==> src/rtl/seq_alu_mc.sv <==
// Multi-cycle ALU: AND/OR in one cycle, logical shifts one bit per clock, with a valid/ready handshake on each side.
// Latency: 1 cycle for AND/OR and for zero-length shifts, else 1+n (n saturated at WIDTH); the result is held while out_ready is low.
module seq_alu_mc #(
  parameter int WIDTH = 8,
  parameter int CNTW  = $clog2(WIDTH + 1)
) (
  input  logic             clk,
  input  logic             rst_n,
  input  logic             in_valid,
  output logic             in_ready,
  input  logic [1:0]       op,
  input  logic [WIDTH-1:0] a,
  input  logic [WIDTH-1:0] b,
  output logic             out_valid,
  input  logic             out_ready,
  output logic [WIDTH-1:0] d,
  output logic             busy
);

  localparam logic [1:0] ST_IDLE  = 2'd0;
  localparam logic [1:0] ST_SHIFT = 2'd1;
  localparam logic [1:0] ST_DONE  = 2'd2;

  localparam logic [1:0] OP_AND = 2'b00;
  localparam logic [1:0] OP_SHL = 2'b01;
  localparam logic [1:0] OP_OR  = 2'b10;
  localparam logic [1:0] OP_SHR = 2'b11;

  localparam logic [WIDTH-1:0] B_SAT   = WIDTH'(WIDTH);
  localparam logic [CNTW-1:0]  CNT_SAT = CNTW'(WIDTH);
  localparam logic [CNTW-1:0]  CNT_ONE = {{(CNTW-1){1'b0}}, 1'b1};

  logic [1:0]       state_q, state_d;
  logic [WIDTH-1:0] d_q, d_d;
  logic [CNTW-1:0]  cnt_q, cnt_d;
  logic [1:0]       op_q, op_d;
  logic [CNTW-1:0]  shamt;

  // Any amount >= WIDTH clears the operand, so WIDTH single-bit shifts suffice.
  assign shamt = (b >= B_SAT) ? CNT_SAT : b[CNTW-1:0];

  always_comb begin
    state_d = state_q;
    d_d     = d_q;
    cnt_d   = cnt_q;
    op_d    = op_q;
    case (state_q)
      ST_IDLE: begin
        if (in_valid) begin
          op_d = op;
          case (op)
            OP_AND: begin
              d_d     = a & b;
              state_d = ST_DONE;
            end
            OP_OR: begin
              d_d     = a | b;
              state_d = ST_DONE;
            end
            default: begin
              d_d     = a;
              cnt_d   = shamt;
              state_d = (shamt == '0) ? ST_DONE : ST_SHIFT;
            end
          endcase
        end
      end
      ST_SHIFT: begin
        d_d   = (op_q == OP_SHR) ? {1'b0, d_q[WIDTH-1:1]} : {d_q[WIDTH-2:0], 1'b0};
        cnt_d = cnt_q - CNT_ONE;
        if (cnt_q == CNT_ONE) begin
          state_d = ST_DONE;
        end
      end
      ST_DONE: begin
        if (out_ready) begin
          state_d = ST_IDLE;
        end
      end
      default: state_d = ST_IDLE;
    endcase
  end

  always_ff @(posedge clk) begin
    if (!rst_n) begin
      state_q <= ST_IDLE;
      d_q     <= '0;
      cnt_q   <= '0;
      op_q    <= OP_AND;
    end else begin
      state_q <= state_d;
      d_q     <= d_d;
      cnt_q   <= cnt_d;
      op_q    <= op_d;
    end
  end

  assign in_ready  = (state_q == ST_IDLE);
  assign out_valid = (state_q == ST_DONE);
  assign busy      = (state_q == ST_SHIFT);
  assign d         = d_q;

  a_state_legal: assert property (@(posedge clk) state_q != 2'd3);

  a_hold_stalled: assert property (@(posedge clk) disable iff (!rst_n)
    (out_valid && !out_ready) |=> (out_valid && $stable(d)));

  a_shl_code_unused_by_shift_dir: assert property (@(posedge clk) disable iff (!rst_n)
    busy |-> (op_q == OP_SHL || op_q == OP_SHR));

endmodule

==> config.mk <==
export PLATFORM = sky130hd
export DESIGN_NAME = seq_alu_mc
export DESIGN_NICKNAME = d
export VERILOG_FILES = /design/src/rtl/seq_alu_mc.sv
export SDC_FILE = /design/constraint.sdc
export NUM_CORES = 1
export LEC_CHECK = 0
export BUFFER_PORTS_ARGS = -buffer_cell sky130_fd_sc_hd__buf_2
export CAP_MARGIN = 20
export CORE_MARGIN = 1
export CORE_UTILIZATION = 31
export DETAILED_ROUTE_END_ITERATION = 8
export PLACE_DENSITY = 0.62
export SLEW_MARGIN = 20
export SYNTH_ARGS = -nofsm -noshare
export SYNTH_HDL_FRONTEND = slang
export SYNTH_SLANG_ARGS = --single-unit
==> constraint.sdc <==
create_clock -name clk -period 1.31 [get_ports clk]
set_input_delay 0.131 -clock clk [delete_from_list [all_inputs] [get_ports clk]]
set_output_delay 0.131 -clock clk [all_outputs]
set_load 0.03 [all_outputs]
# ---- After elaboration in Yosys (flattened, before gate mapping)
# Index checks and enable logic that the tools add are counted.
dict set report totals {
  input_bits 22
  wordCells 40
  regBits 16
}
dict set report op_classes {
  bitwise 2
  mux 14
  eq_ne 9
  n_addsub 1
  order_cmp 1
  reduce_logical 9
}
# cell count
set op_table {}
lappend op_table {{$pmux 8 s2} 2}
lappend op_table {{$mux 8} 2}
lappend op_table {{$mux 4} 3}
lappend op_table {{$mux 2} 5}
lappend op_table {{$and 8x8->8} 1}
lappend op_table {{$ge 8x4->1 const B} 1}
lappend op_table {{$or 8x8->8} 1}
lappend op_table {{$pmux 4 s2} 1}
lappend op_table {{$eq 2x2->1 const B} 3}
lappend op_table {{$pmux 2 s3} 1}
lappend op_table {{$reduce_and 3->1} 2}
lappend op_table {{$eq 4x1->1 const B} 1}
lappend op_table {{$logic_not 2->1} 2}
lappend op_table {{$logic_not 4->1} 1}
lappend op_table {{$ne 2x1->1 const B} 2}
lappend op_table {{$ne 2x2->1 const B} 2}
lappend op_table {{$reduce_and 2->1} 2}
lappend op_table {{$sub 4x1->4 const B} 1}
lappend op_table {{$eq 2x1->1 const B} 1}
lappend op_table {{$reduce_bool 2->1} 1}
lappend op_table {{$reduce_or 2->1} 1}

# ---- Depth between registers and ports, before layout
# Gate-level depths: netlist of run 1.
dict set report depth {
  ltp_word 7
  ltp_mapped 7
  ltp_nobuf 5
}

# ---- Least setup slack after synthesis of run 1
# Ideal clock, no wire load.
dict set report synth_timing {
  path_kind {register -> register}
  startpoint {reg state_q[1]}
  endpoint {reg cnt_q[3]}
  arrival_ns 1.289
  path_stages_with_launch 8
  slack_ns -0.037
  required_time_ns 1.252
  period_less_slack_ns 1.347
  path_cell_list {dfxtp_1 -> buf_4 -> nand2b_1 -> buf_2 -> inv_1 -> nand2_1 -> o22ai_1 -> o21a_1}
}
dict set report synth_via {
  elab_chain_cells 3
  elab_cells_between_ends 7
  cone_classes {eq/ne: 3; mux: 1; reduce/logical: 3}
}
# element line_no
set synth_lines {}
lappend synth_lines {{start: declaration} 33} ;# logic [1:0] state_q, state_d;
lappend synth_lines {{start signal: assignment} 91} ;# state_q <= state_d;
lappend synth_lines {{$eq 2x1->1 (*)} n/a}
lappend synth_lines {{named net busy} 17} ;# output logic busy
lappend synth_lines {{$reduce_bool 2->1 (no source line)} n/a}
lappend synth_lines {{$reduce_and 3->1 (no source line)} n/a}
lappend synth_lines {{end signal: assignment} 93} ;# cnt_q <= cnt_d;
lappend synth_lines {{end: declaration} 35} ;# logic [CNTW-1:0] cnt_q, cnt_d;
# Mark *: on every way through the listed nets, which the timed path passes. The rest lies on a longest branch.
# A chain may end at the register's enable or synchronous reset.

# ---- Worst setup path in the final report of run 1
dict set report layout_timing {
  startpoint {reg state_q[1]}
  endpoint {reg d_q[0] (netlist: d[0])}
}
dict set report layout_via {
  elab_chain_cells 3
  elab_cells_between_ends 6
  cone_classes {eq/ne: 2; mux: 1; reduce/logical: 3}
}
# element line_no
set layout_lines {}
lappend layout_lines {{$eq 2x1->1 or $logic_not 2->1 (tied branches)} 47} ;# case (state_q)
lappend layout_lines {{$reduce_bool 2->1 (no source line) or $ne 2x2->1 (tied branches)} n/a}
lappend layout_lines {{$reduce_and 2->1 (no source line)} n/a}
lappend layout_lines {{end signal: assignment} 87} ;# d_q <= '0;
lappend layout_lines {{end signal: assignment} 92} ;# d_q <= d_d;
lappend layout_lines {{end: declaration} 34} ;# logic [WIDTH-1:0] d_q, d_d;
# Several ways; a longest one is shown, not always the timed one.

==> metrics.md, run 1 <==
| Metric | Value |
|---|---|
| Status | finished clean |
| Worst min path class | input pin to register |
| Main area contributors after synthesis | dfxtp_1, o21ai_0, a21oi_1, nor2b_1, a31o_2 |
| Commonest cells in the netlist | o21ai_0, a21oi_1, dfxtp_1, nor2_1, nor2b_1 |
| Clock tree sinks | 16 |
| Top-count cell post-synth | o21ai_0 |
| Leak Pwr | 0.624 nW |
| Die Area | 3700 sq um |
| Crit end category | register |
| Ant diodes | 0 |
| Max cap viols | 0 |
| GPL Wtd Cong | 0.819 |
| Min cycle time layout | 1.26 ns |
| Syn_area_per_cell | 7.77 sq um |
| # H-tree levels | 1 |
| Yosys cell types | 33 |
| Initial Util | 33.7% |
| Final Instance Count excl. Fillers | 223 |
| Largest net degree at the start of global routing | 20 |
| Detailed Place HPWL | 2370 microns |
| Fin Setup TNS | 0 ns |
| Final Max Slew Viols | 0 |
| YS warnings | 0 |
| CP top delay family | compound AO/OA/AOI/OAI gates |
| Final hold violation count | 0 |
| Clock Tree Root | clkbuf_4 |
| Dominant cell type by area after synthesis | dfxtp_1 |
| Vias per cell | 5.34 |
| Period utilisation layout | 96.2% |
| DR iter-0 viols | 70 |
| Post-synthesis register bit count | 16 |
| Crit path required time | 1.53 ns |
| Critical path's slowest cell | dfxtp_4 |
| Clk buf depth | 2 |
| Critical path fanouts, max | 6 |
| Worst Slack Setup Final | 0.0494 ns |
| Core Region | 3180 sq um |
| Syn_nets | 162 |
| Drt drc | 0 |
| Ys async rst share | 0% |
| DRT Pass-1 Iters | 4 |
| Slowest stage delay, CP | 0.38 ns |
| Pwr Density | 963 nW/um^2 |
| Clock Latency Late Sink | 0.29 ns |
| Number of global-route vias before repair | 1097 |
| Post-synth EDFFs | 0 |
| Grt total ovfl | 0 |
| Initial antenna violation count | 0 |
| TritonCTS clock tree | done |
| Placed insts | 218 |
| Seq/Total Area, Yosys | 29.9% |
| Syn Inst Count | 138 |
| PortBufs | 32 |
| Drt wl/cell | 13.6 microns |
| Antenna Nets Post-Route | 0 |
| Ys flop type | dfxtp_1 |
| Yosys top cell area share | 29.9% |
| Routed via count | 1190 |
| Pre-CTS setup slack | -0.0766 ns |
| Worst-path cell chain | nor3b_4 > a31oi_1 > a311o_1 > a21oi_1 |
| Mapped Area | 1070 sq um |
| Routed wire length | 3040 microns |
| First-pass GRT wire length | 4730 microns |
| Peak Freq | 793 MHz |
| GRT Total Usage | 17.5% |
| Die width | 60.8 microns |
| Area grow syn2layout | 32.2% |
| Core Util, Final | 44.6% |
| CP bufs+invs | 0 |
| Clock Pin Slew Worst Setup and Hold Paths | 0.09 ns |
| Measured slew at the worst slew-check pin | 0.285 ns |
| CTS Buf Count | 3 |
| Row count | 20 |
| # IOs | 33 |
| Critical Path AT | 1.48 ns |
| Die Height | 60.8 microns |
| Final net count | 205 |
| Setup crit start kind | register |
| Fraction of layout cells with a size suffix above 1 | 37.4% |
| Crit path kind | register to register |
| WHS | 0.152 ns |
| Final setup viols | 0 |
| Skew final | 0.00461 ns |
| VDD IR max | 612 uV |
| Rel. slew slack | 81.0% |
-- layout by cell type (no fill, tap or decap), types with 2 or more instances in the layout --
cell / n
a21oi_1: 17
o22ai_1: 3
nand2_1: 7
a211oi_1: 5
nor2b_1: 8
nand2b_1: 2
o21ai_0: 19
dfxtp_1: 14
clkbuf_4: 3
nand4_1: 2
nor3_1: 4
dfxtp_4: 2
mux2i_1: 3
o21a_1: 4
and3_1: 5
inv_1: 3
buf_2: 29
buf_4: 15
nor2_1: 8
ha_1: 2
a31o_2: 5
-- per-stage QoR --
step / power, mW / cell area, sq um
after floorplan: 0.912 / 1080
after global placement: 1.08 / 1340
after detailed placement: 1.09 / 1340
after CTS: 1.36 / 1380
after global routing: 1.46 / 1420
final: 1.37 / 1420
-- final timing paths --
check | endpoint | from | cells past startpoint | slack (ns)
max | d[0] | state_q[1] | 4 | 0.05
min | cnt_q[3] | rst_n | 2 | 0.15
max reg2reg | d[0] | state_q[1] | 4 | 0.05
min reg2reg | d[7] | d[7] | 2 | 0.48
-- where the power goes --
group          switching, mW  internal, mW
Clock                  0.153         0.107
Combinational          0.282         0.230
Sequential            0.0563         0.537
Total                  0.491         0.874
-- area by class of cell --
cell class	count	area [sq um]
flip-flops and latches	16	328
repair buffers	45	278
multi-input cells	111	716
clock buffers	3	22.5
inverters	4	18.8
fillers	338	1760
well taps	44	55.1
-- worst reg2reg max path, delay by kind of cell, from the launching register on --
family | cells | cell delay, ns
DFF | 1 | 0.38
AOI/OAI and AO/OA | 3 | 0.53
and+or+nand+nor | 1 | 0.28
-- timing repair --
item / 4_1_cts / 5_1_grt
buffers inserted: 0 / 2
hold buffers: 0 / 0
setup endpoints to repair: 12 / 13
resized for setup: 4 / 12
pin swaps: 0 / 1
gates cloned: 0 / 0
-- metal layers --
metal / up-vias / wire length (microns) / share of wire (%) / GRT usage [%]
met3: 4 / 145 / 4.8 / 4.48
met2: 36 / 1470 / 48 / 30.5
met1: 558 / 1390 / 46 / 21.0
met5: - / 0 / 0 / 0
li1: 592 / - / - / -
met4: 0 / 30 / 0.99 / 5.52
-- state kept, by name, summed over array words and instances (netlist names) --
register  count
d             8
state_q       2
cnt_q         4
op_q          2
-- logic make-up after synthesis --
group,Yosys count,synth area share [%]
AO/OA/AOI/OAI,60,34.8
AND/OR/NAND/NOR,46,24.6
flip-flops,16,29.9
buffers and inverters,11,5.60
multiplexers,3,2.80
adder cells (fa/ha/maj),2,2.33
(Power assumes the default switching activity.)
==> run 2, diff against run 1 <==
- PLACE_DENSITY: 0.62 -> 0.58
==> metrics.md, run 2 (synthesized netlist as in run 1, its figures left out) <==
| Metric | Value |
|---|---|
| Status | finished clean |
| Largest net degree at the start of global routing | 20 (unchanged) |
| Crit path required time | 1.54 ns (about the same) |
| Period utilisation layout | 97.9% (+1.6 points) |
| Area grow syn2layout | 36.5% |
| Max cap viols | 0 (unchanged) |
| Internal power | 945 uW (+8.1%) |
| # H-tree levels | 1 (unchanged) |
| Largest register FFs | 8 (unchanged) |
| # IOs | 33 (unchanged) |
| Drt wl/cell | 14.3 microns (+5.1%) |
| VDD IR max | 672 uV (+9.9%) |
| Initial antenna violation count | 0 (unchanged) |
| Crit path kind | register to register |
| Gate power share | 35.9% (-1.6 points) |
| Clock Tree Root | clkbuf_4 |
| RSZ-0062 raised after global routing | true |
| Sw Ratio | 35.4% (-0.61 points) |
| Grt total ovfl | 0 (unchanged) |
| Clk pwr share | 23.4% (+4.4 points) |
| Ant diodes | 0 (unchanged) |
| Clock tree sinks | 16 (unchanged) |
| Row count | 20 (unchanged) |
| Critical Path AT | 1.51 ns (+0.03 ns) |
| Number of global-route vias before repair | 1180 (+7.6%) |
| CTS Buf Count | 3 (unchanged) |
| Final net count | 207 (+0.98%) |
| Peak Freq | 780 MHz (-1.7%) |
| Clk buf depth | 2 (unchanged) |
| R2R cell count | 4 (unchanged) |
| Sequential fraction of design power | 40.7% (-2.7 points) |
| Detailed Place HPWL | 2380 microns (+0.44%) |
| Die Area | 3700 sq um (unchanged) |
| Setup crit start kind | register |
| Leak Pwr | 0.643 nW (+3.0%) |
| Sequential cell area | 329 sq um (+0.38%) |
| Final Max Slew Viols | 0 (unchanged) |
| Fill count | 333 (-1.5%) |
| Hold Path Cell Cnt | 3 (+1) |
| Commonest non-fill, non-tap cell in the layout | buf_2 |
| Most frequent cells in the layout | buf_2, o21ai_0, a21oi_1 |
| Die Height | 60.8 microns (unchanged) |
| Critical path fanouts, max | 6 (unchanged) |
| WHS | 0.127 ns (-0.0255 ns) |
| PortBufs | 32 (unchanged) |
| Routed wire length | 3240 microns (+6.5%) |
| Area occupied by multi-input gates | 722 sq um (+0.87%) |
| First-pass GRT wire length | 5150 microns (+8.7%) |
| DR iter-0 viols | 49 (-30%) |
| DRT Pass-1 Iters | 4 (unchanged) |
| Measured slew at the worst slew-check pin | 0.309 ns (+0.0240 ns) |
| Final Instance Count excl. Fillers | 226 (+1.3%) |
| Worst min path class | input pin to register |
| Final setup viols | 0 (unchanged) |
| Fraction of layout cells with a size suffix above 1 | 40.1% (+2.7 points) |
| Initial Util | 33.7% (unchanged) |
| Total power | 1.46 mW (+7.1%) |
| Crit end category | register |
| Final hold violation count | 0 (unchanged) |
| Routed via count | 1193 (+0.25%) |
| Psw | 517 uW (+5.3%) |
| Placed insts | 220 (+0.92%) |
| TritonCTS clock tree | done |
| Vias per cell | 5.28 (-1.1%) |
| Rel. slew slack | 79.4% (-1.6 points) |
| Skew final | 0.0173 ns (+0.0127 ns) |
| Antenna Nets Post-Route | 0 (unchanged) |
| Core Region | 3180 sq um (unchanged) |
| Die width | 60.8 microns (unchanged) |
| GRT Total Usage | 18.8% (+1.3 points) |
| Clock Latency Late Sink | 0.30 ns (about the same) |
| Clock Pin Slew Worst Setup and Hold Paths | 0.11 ns (+0.02 ns) |
| Min cycle time layout | 1.28 ns (+0.0214 ns) |
| Drt drc | 0 (unchanged) |
| Pwr Density | 999 nW/um^2 (+3.7%) |
| GPL Wtd Cong | 0.800 (-2.3%) |
run 2: cell count changes in the layout (fill, tap and decap cells not counted):
cell      change
clkbuf_8      +1
nor2_2        +1
dfxtp_2       +1
a21oi_1       -1
a21oi_2       +1
nor2_1        -1
dfxtp_1       -1
buf_6         +6
buf_4         -3
buf_12        -1
run 2: layer usage:
layer	vias up	GRT usage [%]	share of wire (%)
met5	-	0	0
met4	0	3.25	0.46
met3	2	4.69	3.7
met2	30	33.1	52
met1	564	23.4	44
li1	597	-	-
run 2: final timing paths:
path              start  slack (ns)  endpoint
max          state_q[0]        0.03      d[0]
max reg2reg  state_q[0]        0.03      d[0]
min reg2reg        d[7]        0.50      d[7]
min                b[0]        0.13  cnt_q[0]
run 2: through the flow:
stage	util (%)	cell area, sq um	TNS, ns	worst slack (ns)
2_1_floorplan	-	1080	-0.0299	-0.0299
3_3_place_gp	42.4	1350	-0.0202	-0.0169
3_5_place_dp	42.4	1350	-0.223	-0.0478
4_1_cts	44.6	1420	0	0.0137
5_1_grt	46.1	1460	-0.0613	-0.0312
6_report	46.1	1460	0	0.0279
run 2: cell type report:
cell class	instances	area share, %
timing repair buffer	47	20.7
multi-input combinational	111	49.3
clock buffer	4	2.48
tap	44	3.76
sequential	16	22.5
inverter	4	1.28
run 2: critical path: stages, from the launching register on:
cell,delay (ns)
dfxtp_4,0.40
nor3b_4,0.27
a31oi_1,0.08
a311o_1,0.34
a21oi_2,0.11
run 2: power by group through the flow:
stage	clock, mW	combinational [mW]	sequential (mW)
CTS	0.351	0.500	0.590
finish	0.343	0.525	0.594
detailed placement	0	0.480	0.601
global route	0.374	0.575	0.601
floorplan	0	0.275	0.637
global placement	0	0.472	0.599
run 2: what timing repair did:
item / in CTS / in global routing
buffers inserted: 3 / 0
pin swaps: 5 / 3
resized for setup: 8 / 14
hold endpoints to repair: 0 / 0
setup endpoints to repair: 12 / 12
hold buffers: 0 / 0
